==> config.mk <==
export PLATFORM = sky130hd
export DESIGN_NAME = instruction_fetcher
export DESIGN_NICKNAME = d
export VERILOG_FILES = /design/src/rtl/control_pkg.sv /design/src/rtl/program_counter.sv /design/src/rtl/instruction_fetcher.sv
export SDC_FILE = /design/constraint.sdc
export NUM_CORES = 1
export LEC_CHECK = 0
export ABC_CLOCK_PERIOD_IN_PS = 2120
export BUFFER_PORTS_ARGS = -buffer_cell sky130_fd_sc_hd__clkbuf_2
export CAP_MARGIN = 20
export CORE_MARGIN = 5
export CORE_UTILIZATION = 28
export DETAILED_ROUTE_END_ITERATION = 16
export SLEW_MARGIN = 20
export SYNTH_ARGS = -nofsm -noshare
export SYNTH_HDL_FRONTEND = slang
export SYNTH_HIERARCHICAL = 1
export SYNTH_SLANG_ARGS = --single-unit
==> constraint.sdc <==
create_clock -name clock -period 2.12 [get_ports clock]
set_clock_uncertainty 0.15 [all_clocks]
set_input_delay 0.106 -clock clock [delete_from_list [all_inputs] [get_ports clock]]
set_output_delay 0.106 -clock clock [all_outputs]
set_load 0.03 [all_outputs]
==> src/rtl/control_pkg.sv <==
// Shared definitions for the instruction fetch front end: FSM encoding,
// micro-address park value and instruction field layout.
package control_pkg;

  typedef enum logic [1:0] {
    ST_IDLE     = 2'd0,
    ST_FETCH    = 2'd1,
    ST_DISPATCH = 2'd2,
    ST_EXECUTE  = 2'd3
  } state_e;

  localparam int unsigned UADDR_WIDTH  = 3;
  localparam logic [UADDR_WIDTH-1:0] UADDR_PARK = 3'b111;
  localparam int unsigned OPCODE_WIDTH = 4;

  // Lowest bit of the opcode field; the operand occupies everything below it.
  function automatic int unsigned opcode_lsb(input int unsigned data_width);
    return data_width - OPCODE_WIDTH;
  endfunction

endpackage

==> src/rtl/program_counter.sv <==
// Program counter: wrapping increment, parallel load (load has priority),
// asynchronous active-low clear. Also exposes the value it will take next.
module program_counter #(
  parameter int unsigned ADDR_WIDTH = 8
) (
  input  logic                  clock,
  input  logic                  reset_n,
  input  logic                  inc_i,
  input  logic                  load_i,
  input  logic [ADDR_WIDTH-1:0] load_value_i,
  output logic [ADDR_WIDTH-1:0] pc_o,
  output logic [ADDR_WIDTH-1:0] pc_next_o
);

  logic [ADDR_WIDTH-1:0] pc_q;
  logic [ADDR_WIDTH-1:0] pc_d;

  always_comb begin
    pc_d = pc_q;
    if (load_i) begin
      pc_d = load_value_i;
    end else if (inc_i) begin
      pc_d = pc_q + ADDR_WIDTH'(1);
    end
  end

  always_ff @(posedge clock or negedge reset_n) begin
    if (!reset_n) begin
      pc_q <= '0;
    end else begin
      pc_q <= pc_d;
    end
  end

  assign pc_o      = pc_q;
  assign pc_next_o = pc_d;

endmodule

==> src/rtl/instruction_fetcher.sv <==
// Fetches one instruction per microprogram over a req/ack memory port,
// holds it in the instruction register and paces the microsequencer.
module instruction_fetcher
  import control_pkg::*;
#(
  parameter int unsigned ADDR_WIDTH = 8,
  parameter int unsigned DATA_WIDTH = 8
) (
  input  logic                         clock,
  input  logic                         reset_n,
  output logic                         mem_req,
  output logic [ADDR_WIDTH-1:0]        mem_addr,
  input  logic                         mem_ack,
  input  logic [DATA_WIDTH-1:0]        mem_rdata,
  output logic [OPCODE_WIDTH-1:0]      opcode,
  output logic [DATA_WIDTH-OPCODE_WIDTH-1:0] operand,
  output logic                         enable_count,
  input  logic [UADDR_WIDTH-1:0]       uaddress,
  output logic                         instr_valid,
  input  logic                         pc_load,
  input  logic [ADDR_WIDTH-1:0]        pc_load_value,
  input  logic                         halt,
  output logic [ADDR_WIDTH-1:0]        pc
);

  localparam int unsigned OPC_LSB   = opcode_lsb(DATA_WIDTH);
  localparam int unsigned OPR_WIDTH = DATA_WIDTH - OPCODE_WIDTH;

  state_e                  state_q, state_d;
  logic                    mem_req_q, mem_req_d;
  logic [ADDR_WIDTH-1:0]   mem_addr_q, mem_addr_d;
  logic [OPCODE_WIDTH-1:0] opcode_q, opcode_d;
  logic [OPR_WIDTH-1:0]    operand_q, operand_d;
  logic                    enable_count_c;
  logic                    pc_inc_c;
  logic                    pc_load_c;
  logic                    parked_c;
  logic [ADDR_WIDTH-1:0]   pc_cur;
  logic [ADDR_WIDTH-1:0]   pc_next_c;

  assign parked_c  = (uaddress == UADDR_PARK);
  assign pc_inc_c  = (state_q == ST_FETCH) && mem_req_q && mem_ack;
  assign pc_load_c = (state_q == ST_EXECUTE) && pc_load;

  program_counter #(
    .ADDR_WIDTH(ADDR_WIDTH)
  ) u_pc (
    .clock       (clock),
    .reset_n     (reset_n),
    .inc_i       (pc_inc_c),
    .load_i      (pc_load_c),
    .load_value_i(pc_load_value),
    .pc_o        (pc_cur),
    .pc_next_o   (pc_next_c)
  );

  // Next state, fetch request and instruction register updates.
  always_comb begin
    state_d        = state_q;
    mem_req_d      = mem_req_q;
    mem_addr_d     = mem_addr_q;
    opcode_d       = opcode_q;
    operand_d      = operand_q;
    enable_count_c = 1'b0;
    case (state_q)
      ST_IDLE: begin
        if (!halt) begin
          state_d    = ST_FETCH;
          mem_req_d  = 1'b1;
          mem_addr_d = pc_cur;
        end
      end
      ST_FETCH: begin
        if (mem_req_q && mem_ack) begin
          opcode_d  = mem_rdata[DATA_WIDTH-1:OPC_LSB];
          operand_d = mem_rdata[OPC_LSB-1:0];
          mem_req_d = 1'b0;
          state_d   = ST_DISPATCH;
        end
      end
      ST_DISPATCH: begin
        enable_count_c = 1'b1;
        state_d        = ST_EXECUTE;
      end
      ST_EXECUTE: begin
        enable_count_c = !parked_c;
        if (parked_c) begin
          if (halt) begin
            state_d = ST_IDLE;
          end else begin
            // A branch taken on this same cycle must already steer the fetch.
            state_d    = ST_FETCH;
            mem_req_d  = 1'b1;
            mem_addr_d = pc_next_c;
          end
        end
      end
      default: begin
        state_d = ST_IDLE;
      end
    endcase
  end

  always_ff @(posedge clock or negedge reset_n) begin
    if (!reset_n) begin
      state_q    <= ST_IDLE;
      mem_req_q  <= 1'b0;
      mem_addr_q <= '0;
      opcode_q   <= '0;
      operand_q  <= '0;
    end else begin
      state_q    <= state_d;
      mem_req_q  <= mem_req_d;
      mem_addr_q <= mem_addr_d;
      opcode_q   <= opcode_d;
      operand_q  <= operand_d;
    end
  end

  assign mem_req      = mem_req_q;
  assign mem_addr     = mem_addr_q;
  assign opcode       = opcode_q;
  assign operand      = operand_q;
  assign enable_count = enable_count_c;
  assign instr_valid  = (state_q == ST_DISPATCH);
  assign pc           = pc_cur;

endmodule

### After elaboration in Yosys (flattened, before gate mapping)

Index checks and enable logic that the tools add are counted.

| cells by class | value |
|---|---|
| add/subtract/negate cells | 1 |
| equal/unequal tests | 8 |
| muxes and demuxes | 16 |
| reductions and logical operators | 12 |

Operators with widths:

| cell | count |
|---|---|
| 2-to-1 mux 8 bit | 5 |
| one-hot mux 8 bit (2 select lines) | 1 |
| adder 8 x 1 -> 8 bit (second input constant) | 1 |
| one-hot mux 2 bit (4 select lines) | 1 |
| 2-to-1 mux 2 bit | 3 |
| != test 2 bit (second input constant) | 3 |
| AND reduction 3 bit | 2 |
| == test 2 bit (second input constant) | 2 |
| logical AND 1 bit | 4 |
| 2-to-1 mux 1 bit | 4 |
| AND reduction 4 bit | 1 |
| == test 3 bit (second input constant) | 1 |
| one-hot mux 1 bit (3 select lines) | 1 |
| nonzero test 3 bit | 1 |
| == test 2 x 1 -> 1 bit (second input constant) | 1 |
| zero test 2 bit | 1 |
| != test 2 x 1 -> 1 bit (second input constant) | 1 |
| one-hot mux 1 bit (2 select lines) | 1 |
| AND reduction 2 bit | 1 |
| nonzero test 2 bit | 1 |
| zero test 1 bit | 1 |

| word-level totals | value |
|---|---|
| flip-flop bits (word level) | 27 |
| input bits | 24 |
| output and inout bits | 27 |
| logic and storage cells | 43 |

### Longest topological paths before layout

Gate-level depths: netlist of run 1.

| depth | value |
|---|---|
| word-level depth | 8 |
| depth in mapped cells | 9 |

### Hierarchy

The synthesis of run 1 kept the hierarchy.

By module, submodules not included:

| module | instances | cells each | area each (µm²) | seq. area each (µm²) |
|---|---|---|---|---|
| instruction_fetcher | 1 | 76 | 999.7 | 475.5 |
| program_counter | 1 | 49 | 449.2 | 200.2 |

### Worst setup path after synthesis of run 1

Ideal clock, no wire load.

| timing | value |
|---|---|
| path kind | reg-to-reg |
| start point | register state_q[1] |
| end point | register mem_addr_q[7], in the netlist mem_addr[7] |
| library setup time | 0.067 ns |
| arrival time | 2.032 ns |
| setup slack | -0.129 ns |
| stages on the path, launching flop included | 10 |
| clock period less this slack | 2.249 ns |
| cell sequence | dfrtp_1 > inv_1 > ha_1 > nand3_1 > inv_1 > buf_4 > nand4_2 > or4_1 > nand3_1 > o221a_1 |

| between the ends | value |
|---|---|
| longest elaborated chain between the ends | 8 |
| elaborated cells between the ends (all ways) | 16 |
| those cells by class | eq/ne (5); mux (5); reduce/logical (6) |

RTL lines:

| element | RTL line | source |
|---|---|---|
| from (decl) | instruction_fetcher.sv:29 | `state_e state_q, state_d;` |
| from (signal assigned) | instruction_fetcher.sv:112 | `state_q <= state_d;` |
| == test 2 x 1 -> 1 bit | instruction_fetcher.sv:42 | `assign pc_inc_c = (state_q == ST_FETCH) && mem_req_q && mem_ack;` |
| logical AND 1 bit (2 in series) | instruction_fetcher.sv:42 |  |
| named net pc_inc_c | instruction_fetcher.sv:35 | `logic pc_inc_c;` |
| 2-to-1 mux 8 bit | program_counter.sv:22 | `end else if (inc_i) begin` |
| 2-to-1 mux 8 bit | program_counter.sv:20 | `if (load_i) begin` |
| named net pc_next_c[7] | instruction_fetcher.sv:39 | `logic [ADDR_WIDTH-1:0] pc_next_c;` |
| 2-to-1 mux 8 bit | instruction_fetcher.sv:88 | `if (halt) begin` |
| 2-to-1 mux 8 bit | instruction_fetcher.sv:87 | `if (parked_c) begin` |
| one-hot mux 8 bit (2 select lines) | instruction_fetcher.sv:65 | `case (state_q)` |
| to (signal assigned) | instruction_fetcher.sv:114 | `mem_addr_q <= mem_addr_d;` |
| to (decl) | instruction_fetcher.sv:31 | `logic [ADDR_WIDTH-1:0] mem_addr_q, mem_addr_d;` |

The timed path passes the listed nets, and every way through them passes these cells. The select of a mux whose other input is x is not followed.
A chain may end at the register's enable or synchronous reset.

### Final worst setup path of run 1

| timing | value |
|---|---|
| start point | register state_q[0] |
| end point | register mem_addr_q[7], in the netlist mem_addr[7] |

The elaborated chain is that of the path after synthesis.

==> results.txt, run 1 <==
The fraction of final layout cells sized beyond drive strength 1 works out to 0.386. Before CTS, the worst setup slack after placement is 0.149 ns. The setup-violating endpoint count in the final report came out at 0. For the overall die area, the log shows 0.00671 mm^2. The first detailed-routing pass took 4 iterations.

The critical path start-end classification was reg2reg. In this run the cell area measured after placement is 0.00180 mm^2. For this design the top-level I/O count stands at 51. Summed over all layers, the global routing overflow is 0.

Routability-driven placement finished with a final weighted congestion of 0.772. Cell at the root of the clock tree: sky130_fd_sc_hd__clkbuf_8. The combined global-route utilization of all metal layers is 0.107. The net count of the finished layout is 228. For this run, the leading register cell type out of synthesis is sky130_fd_sc_hd__dfrtp_1. The top cell types in the final layout, fill and taps aside, are sky130_fd_sc_hd__clkbuf_2 (50), sky130_fd_sc_hd__dfrtp_1 (27), sky130_fd_sc_hd__dlygate4sd3_1 (17), sky130_fd_sc_hd__nand2_1 (10), sky130_fd_sc_hd__mux2_2 (9). Power spread over the standard cell area amounts to 1490 mW/mm^2. The final critical delay including setup and external delays works out to 1.96 ns.

Data on the critical path is required at its endpoint by 2.18 ns. The post-synthesis instance total is 125. The layout overhead on the synthesized area was 39.3%; the proportion of power drawn by combinational gates was 0.567. The tools report the internal power summed over all cells as 1.57 mW. The tools report the number of global-route vias before repair as 1134. The mapped netlist covers 0.00145 mm^2. Each instance of the synthesized netlist takes up on average 11.6 um^2. The floorplan has 26 rows. The synthesized netlist contains 34 unique library cells.

The largest driver fanout on the critical path was 5. At the pin with the least slew margin, the transition time is 0.656 ns. The repair_antennas step left the layout with diodes totalling 0. The run gives 0 as the number of maximum-capacitance constraint violations. TritonCTS built the clock tree.

The fraction of power consumed by sequential logic came out at 0.337. STA classifies the critical path startpoint as a register. The final-report hold violation count is 0. For the TritonCTS sink count, the log shows 27.

The logs give 1 for the maximum level of the CTS H-tree and 0 for the initial antenna violation count. Setup slack closes at 0.157 ns. The run gives 6 as the count of synthesis-stage warnings from yosys.

Setup repair after global routing left no endpoint under its margin. For this run, design rule violations remaining after detail routing come to 0. The first global-routing pass estimated 5460 um of wire.

The analysis attributes to net switching a power of 1.43 mW. The clock-pin slew on the worst setup and hold paths is 0.09 ns, and the number of nets produced by synthesis is 155. In this run the static leakage power is 0.925 nW. In this run the remaining antenna-violating nets after routing total 0.

The async set or reset register ratio after synthesis is 1.00, and the number of vias per cell after detailed routing is 4.45. The wire length reported by the detailed router was 3490 um; the post-DP HPWL was 2550 um. For the post-CTS resize count, the log shows 0. The share of total power consumed by net switching was 0.476; the highest ir drop seen on vdd was 535 uV. The worst setup path is captured at a register.

Portion of the clock cycle consumed by the worst path in the final layout: 0.926. The count of buffers from port buffering came out at 50. The finished cells cover 0.00202 mm^2.

The clock network fraction of total power is 0.096, and the insertion delay of the later-clocked pin in the worst-skew pair is 0.27 ns. In the final routed layout, each cell accounts on average for 13.1 um. The filler cells instantiated in the layout total 497. The overall die width works out to 81.9 um. The tools report the worst slew margin relative to its limit as 0.563. For this run, the top clock speed supported by timing is 509 MHz. The path class of the tightest hold or removal check is in2reg. The DRC violation total after the first TritonRoute iteration was 36. Synthesis inferred 27 register bits. For the final routed database, the setup TNS stands at 0 ns.

The total vias in the final route was 1189. The logs give 0.286 for the initial cell density of the core and 0.00507 mm^2 for the core footprint. The hold buffer count at CTS is 17, and the data arrival time of the worst path is 2.03 ns. From bottom edge to top edge, the die measures 81.9 um. The run gives 3 as the total CTS buffers. The sequential element share of the synthesized area was 0.466. Yosys mapped a number of flops with a built-in enable equal to 0. The flow ran to the end, and the final reports show no timing, DRC or antenna violations. For the final max-slew violation count, the log shows 0. The most common cell after layout, fill and taps aside is sky130_fd_sc_hd__clkbuf_2. The run gives 2 as the number of buffers on the longest clock path.

Entering global routing, the biggest net connects 28 pins. The total setup buffers inserted after CTS is 0.
## power by group through the flow
stage / combinational [mW] / clock, mW / sequential, mW
after floorplan: 0.774 / 0 / 1.45
after global placement: 1.69 / 0 / 1.02
after detailed placement: 1.69 / 0 / 1.02
after CTS: 1.72 / 0.313 / 1.01
after global routing: 1.84 / 0.338 / 1.04
final: 1.70 / 0.289 / 1.01
## synth_stat cells, types with 2 or more instances
cell	n	area (um^2)
sky130_fd_sc_hd__o221a_1	8	90.1
sky130_fd_sc_hd__or2b_1	7	52.6
sky130_fd_sc_hd__o21ai_1	7	35.0
sky130_fd_sc_hd__or4_1	3	22.5
sky130_fd_sc_hd__buf_6	2	22.5
sky130_fd_sc_hd__mux2_2	9	101
sky130_fd_sc_hd__xor2_1	3	26.3
sky130_fd_sc_hd__inv_1	4	15.0
sky130_fd_sc_hd__nand2b_1	5	31.3
sky130_fd_sc_hd__mux2i_1	2	20.0
sky130_fd_sc_hd__nor2b_1	4	25.0
sky130_fd_sc_hd__buf_4	3	22.5
sky130_fd_sc_hd__nand3_1	6	30.0
sky130_fd_sc_hd__nand2_1	10	37.5
sky130_fd_sc_hd__nand4_1	2	12.5
sky130_fd_sc_hd__ha_1	6	75.1
sky130_fd_sc_hd__dfrtp_1	27	676
## cell type report
class                           instances  area [um^2]  share of cell area
Clock buffer                            3         41.3              0.0205
Sequential cell                        27          676               0.335
Multi-Input combinational cell         89          728               0.361
Tap cell                               70         87.6              0.0434
Clock inverter                          1         5.00             0.00248
Timing Repair Buffer                   73          465               0.231
Inverter                                4         15.0             0.00744
## state kept, by name, summed over array words and instances (netlist names)
signal,cells
operand,4
u_pc/pc_o,8
mem_addr,8
state_q,2
opcode,4
mem_req,1
## cells by family (layout without fill, tap and decap cells)
| family | Yosys count | count (layout) | synth area share |
|---|---|---|---|
| and+or+nand+nor | 43 | 43 | 0.188 |
| AOI/OAI and AO/OA | 25 | 25 | 0.144 |
| xor gates and xnor gates | 4 | 4 | 0.0242 |
| muxes | 11 | 11 | 0.0838 |
| adders and majority gates | 6 | 6 | 0.0518 |
| DFF | 27 | 27 | 0.466 |
| buffers and inverters | 9 | 81 | 0.0414 |
## critical path: stages (launching register included)
cell and delay (ns):
sky130_fd_sc_hd__dfrtp_1 0.44, sky130_fd_sc_hd__ha_2 0.26, sky130_fd_sc_hd__nand3_4 0.07, sky130_fd_sc_hd__inv_1 0.11, sky130_fd_sc_hd__nand4_2 0.10, sky130_fd_sc_hd__or4_1 0.48, sky130_fd_sc_hd__nand3_1 0.11, sky130_fd_sc_hd__o221a_1 0.19
## per-layer routing
layer	part of all wire	vias up	GRT usage	wire, um
met1	0.46	545	0.129	1610
met4	0.0075	0	0.0382	26
met3	0.050	2	0.0241	174
met2	0.48	41	0.184	1680
met5	0	-	0	0
li1	-	601	-	-
## through the flow
| step | util | total power, mW | hold WS (ns) | std cells |
|---|---|---|---|---|
| 6_report | 0.398 | 3.00 | 0.0760 | 267 |
| 5_1_grt | 0.398 | 3.22 | 0.0720 | 267 |
| 4_1_cts | 0.398 | 3.05 | 0.0649 | 267 |
| 3_5_place_dp | 0.355 | 2.72 | 0.0271 | 246 |
| 3_3_place_gp | 0.355 | 2.71 | 0.0269 | 246 |
| 2_1_floorplan | - | 2.22 | -0.340 | 125 |
## path summary, 6_finish.rpt
path	start	cells past startpoint	slack [ns]	to
max	state_q[0]	7	0.16	mem_addr[7]
min	halt	3	0.08	mem_req
max reg2reg	state_q[0]	7	0.16	mem_addr[7]
min reg2reg	opcode[1]	1	0.37	opcode[1]
max in group asynchronous	reset_n	2	1.16	operand[0]
min in group asynchronous	reset_n	2	0.24	u_pc/pc_o[3]
No activity file was read; power rests on OpenSTA's default activity.
==> inputs of run 2 (changes only) <==
--- a/config.mk
+++ b/config.mk
@@ -11,6 +11,7 @@
 export CORE_MARGIN = 5
 export CORE_UTILIZATION = 28
 export DETAILED_ROUTE_END_ITERATION = 16
+export PLACE_DENSITY_LB_ADDON = 0.3
 export SLEW_MARGIN = 20
 export SYNTH_ARGS = -nofsm -noshare
 export SYNTH_HDL_FRONTEND = slang
==> run 2 against run 1 <==
Net effect:
- worst hold slack improved by 0.015 ns
- design area rose by 0.81%
- global-route usage rose by 0.39 points
- via count barely moved
- sequential power barely moved
- first-iteration DRC count fell by 8.3%
- final cell count did not move
- critical path depth fell by 2
- largest power group unchanged
==> results.txt, run 2 (synthesis gave the netlist of run 1 again) <==
The run gives 27 (unchanged) as the TritonCTS sink count. For the number of remaining DRC errors, the log shows 0 (unchanged). The data arrival time of the worst path is 2.05 ns (+0.02 ns), and the number of rows created at floorplan is 26 (unchanged). TritonCTS built the clock tree.

Cell at the root of the clock tree: sky130_fd_sc_hd__clkbuf_8. The antenna diode count came out at 0 (unchanged). The tools report the post-DP HPWL as 2560 um (+0.41%). STA classifies the critical path endpoint as a register. The slowest library cell on the worst path was sky130_fd_sc_hd__or4_1. The total grt overflow was 0 (unchanged). The logs give 2 (unchanged) for the number of buffers on the longest clock path and 0.0721 ns (-0.0769 ns) for the worst setup timing slack at the placement stage. The run gives 228 (unchanged) as the net count reported at finish. For the DRC violation total after the first TritonRoute iteration, the log shows 33 (-8.3%). Traced cell by cell, the critical path runs through ha_1, and2_1, or4_1, nand3_1, o221a_1.

The total vias in the final route came out at 1188 (-0.084%). Leaving out fill and tap cells, the most frequent cells in the layout are sky130_fd_sc_hd__clkbuf_2 (50), sky130_fd_sc_hd__dfrtp_1 (26), sky130_fd_sc_hd__dlygate4sd3_1 (17), sky130_fd_sc_hd__nand2_1 (10), sky130_fd_sc_hd__mux2_2 (9). The overall die area is 0.00671 mm^2 (unchanged), and the clock network fraction of total power is 0.097 (about the same). The portion of the clock cycle consumed by the worst path in the final layout was 0.934 (+0.00782). The fraction of final layout cells sized beyond drive strength 1 came out at 0.401 (+0.0152). The tools report the fraction of power consumed by sequential logic as 0.339 (+0.002).

The critical path is of the reg2reg type. Total net switching power: 1.43 mW (+0.20%). The number of maximum-capacitance constraint violations was 0 (unchanged); the layout overhead on the synthesized area was 40.4%. The slew of the pin with the lowest slew margin is 0.659 ns (+0.00328 ns), and the routed length per placed instance is 12.9 um (-0.89%). The number of global-route vias before repair was 1244 (+9.7%); the boundary pin count was 51 (unchanged).

Setup repair after global routing left no endpoint under its margin. The run gives 3460 um (-0.89%) as the wire length reported by the detailed router. The weighted congestion reported at the end of routability-driven placement is 0.758 (-1.8%), and the core footprint is 0.00507 mm^2 (unchanged).

The detailed-routing iteration count for the pre-antenna-repair pass was 4 (unchanged); the maximum level of the CTS H-tree was 1 (unchanged). The tools report the total CTS buffers as 3 (unchanged). The proportion of power drawn by combinational gates was 0.564 (-0.003).

The run gives 0 (unchanged) as the final-report hold violation count. Buffers plus inverters on the worst setup path: 0 (-1). Clock-pin slew on the worst setup and hold paths: 0.10 ns (about the same). The setup-violating endpoint count in the final report is 0 (unchanged), and the count of buffers from port buffering is 50 (unchanged). The insertion delay of the later-clocked pin in the worst-skew pair was 0.27 ns (about the same); the die outline height was 81.9 um (unchanged).

For the data required time at the worst endpoint, the log shows 2.19 ns (about the same). The library cell used most frequently in the layout, excluding fill and tap cells, is sky130_fd_sc_hd__clkbuf_2. The share of total power consumed by net switching works out to 0.475 (about the same). The fmax is 505 MHz (-0.84%), and the largest driver fanout on the critical path is 9 (+4). Grouping stages by cell kind, the critical path spends the most delay in simple AND/OR/NAND/NOR gates. The final critical delay including setup and external delays came out at 1.98 ns (+0.0166 ns). The tools report the initial cell density of the core as 0.286 (unchanged). Final max-slew violation count: 0 (unchanged).

The flow ran to the end, and the final reports show no timing, DRC or antenna violations. The internal power summed over all cells is 1.58 mW (+0.29%), and the overall die width is 81.9 um (unchanged). The remaining antenna violation count was 0 (unchanged); the pin count of the biggest net entering global routing was 28 (unchanged). The delay contributed by the slowest stage of the critical path was 0.54 ns (+0.06 ns); the final worst-path setup slack was 0.140 ns (-0.0166 ns). Global-route wire length before repair: 5790 um (+6.1%).

The kind of launch point of the worst setup path was a register. The reported leakage power is 0.929 nW (+0.41%). For the highest ir drop seen on vdd, the log shows 781 uV (+46%).

The run gives 0.111 (+0.00385) as the combined global-route utilization of all metal layers. The worst slew margin relative to its limit is 0.561 (-0.00218). The power per cell area works out to 1480 mW/mm^2 (-0.56%). The type of the most critical hold path was in2reg. The number of vias per cell after detailed routing was 4.45 (about the same); the final total negative setup slack was 0 ns (unchanged).

For the initial antenna violation count, the log shows 0 (unchanged).
-- run 2: final timing paths --
path / to / start / cells past startpoint / slack, ns
max in group asynchronous: state_q[1] / reset_n / 2 / 1.10
setup / recovery: mem_addr[5] / state_q[0] / 5 / 0.14
hold reg to reg: opcode[2] / opcode[2] / 1 / 0.36
setup reg to reg: mem_addr[5] / state_q[0] / 5 / 0.14
min in group asynchronous: mem_addr[4] / reset_n / 2 / 0.25
hold / removal: mem_req / halt / 3 / 0.09
-- run 2: metal layers --
layer	share of wire	wire length (um)	global-route usage	vias up
met1	0.45	1560	0.139	554
met4	0.0064	22	0.0199	0
met3	0.057	196	0.0307	2
met2	0.48	1670	0.191	29
met5	0	0	0	-
li1	-	-	-	603
-- run 2: layout make-up --
cell class | instances | area (um^2)
fill | 511 | 3040
multi-input combinational | 89 | 743
sequential | 27 | 677
timing repair buffer | 73 | 465
tap | 70 | 87.6
clock buffer | 3 | 41.3
inverter | 4 | 15.0
clock inverter | 1 | 5.00
-- run 2: per-stage QoR --
step | cells | hold slack [ns] | power, mW | instance area, um^2 | utilization
6_report | 267 | 0.0908 | 3.01 | 2030 | 0.401
5_1_grt | 267 | 0.105 | 3.25 | 2030 | 0.401
3_5_place_dp | 246 | 0.0218 | 2.70 | 1800 | 0.355
3_3_place_gp | 246 | 0.0295 | 2.70 | 1800 | 0.355
4_1_cts | 267 | 0.0841 | 3.02 | 2020 | 0.398
2_1_floorplan | 125 | -0.340 | 2.22 | 1460 | -
-- run 2: worst reg2reg max path, delay by kind of cell (launching register included) --
family | cells | cell delay [ns]
and+or+nand+nor | 3 | 0.88
adders and majority gates | 1 | 0.24
AOI/OAI and AO/OA | 1 | 0.18
DFF | 1 | 0.47
-- run 2: power by group through the flow --
stage	clock network (mW)	logic [mW]	registers, mW
floorplan	0	0.774	1.45
global placement	0	1.67	1.03
detailed placement	0	1.68	1.03
CTS	0.301	1.71	1.02
global route	0.325	1.85	1.07
finish	0.292	1.70	1.02
-- run 2: repair_timing --
| action | 4_1_cts | 5_1_grt |
|---|---|---|
| hold endpoints to repair | 43 | 0 |
| setup endpoints to repair | 0 | 4 |
| hold buffers | 17 | 0 |
| resized for setup | 0 | 4 |
| buffers inserted | 0 | 0 |
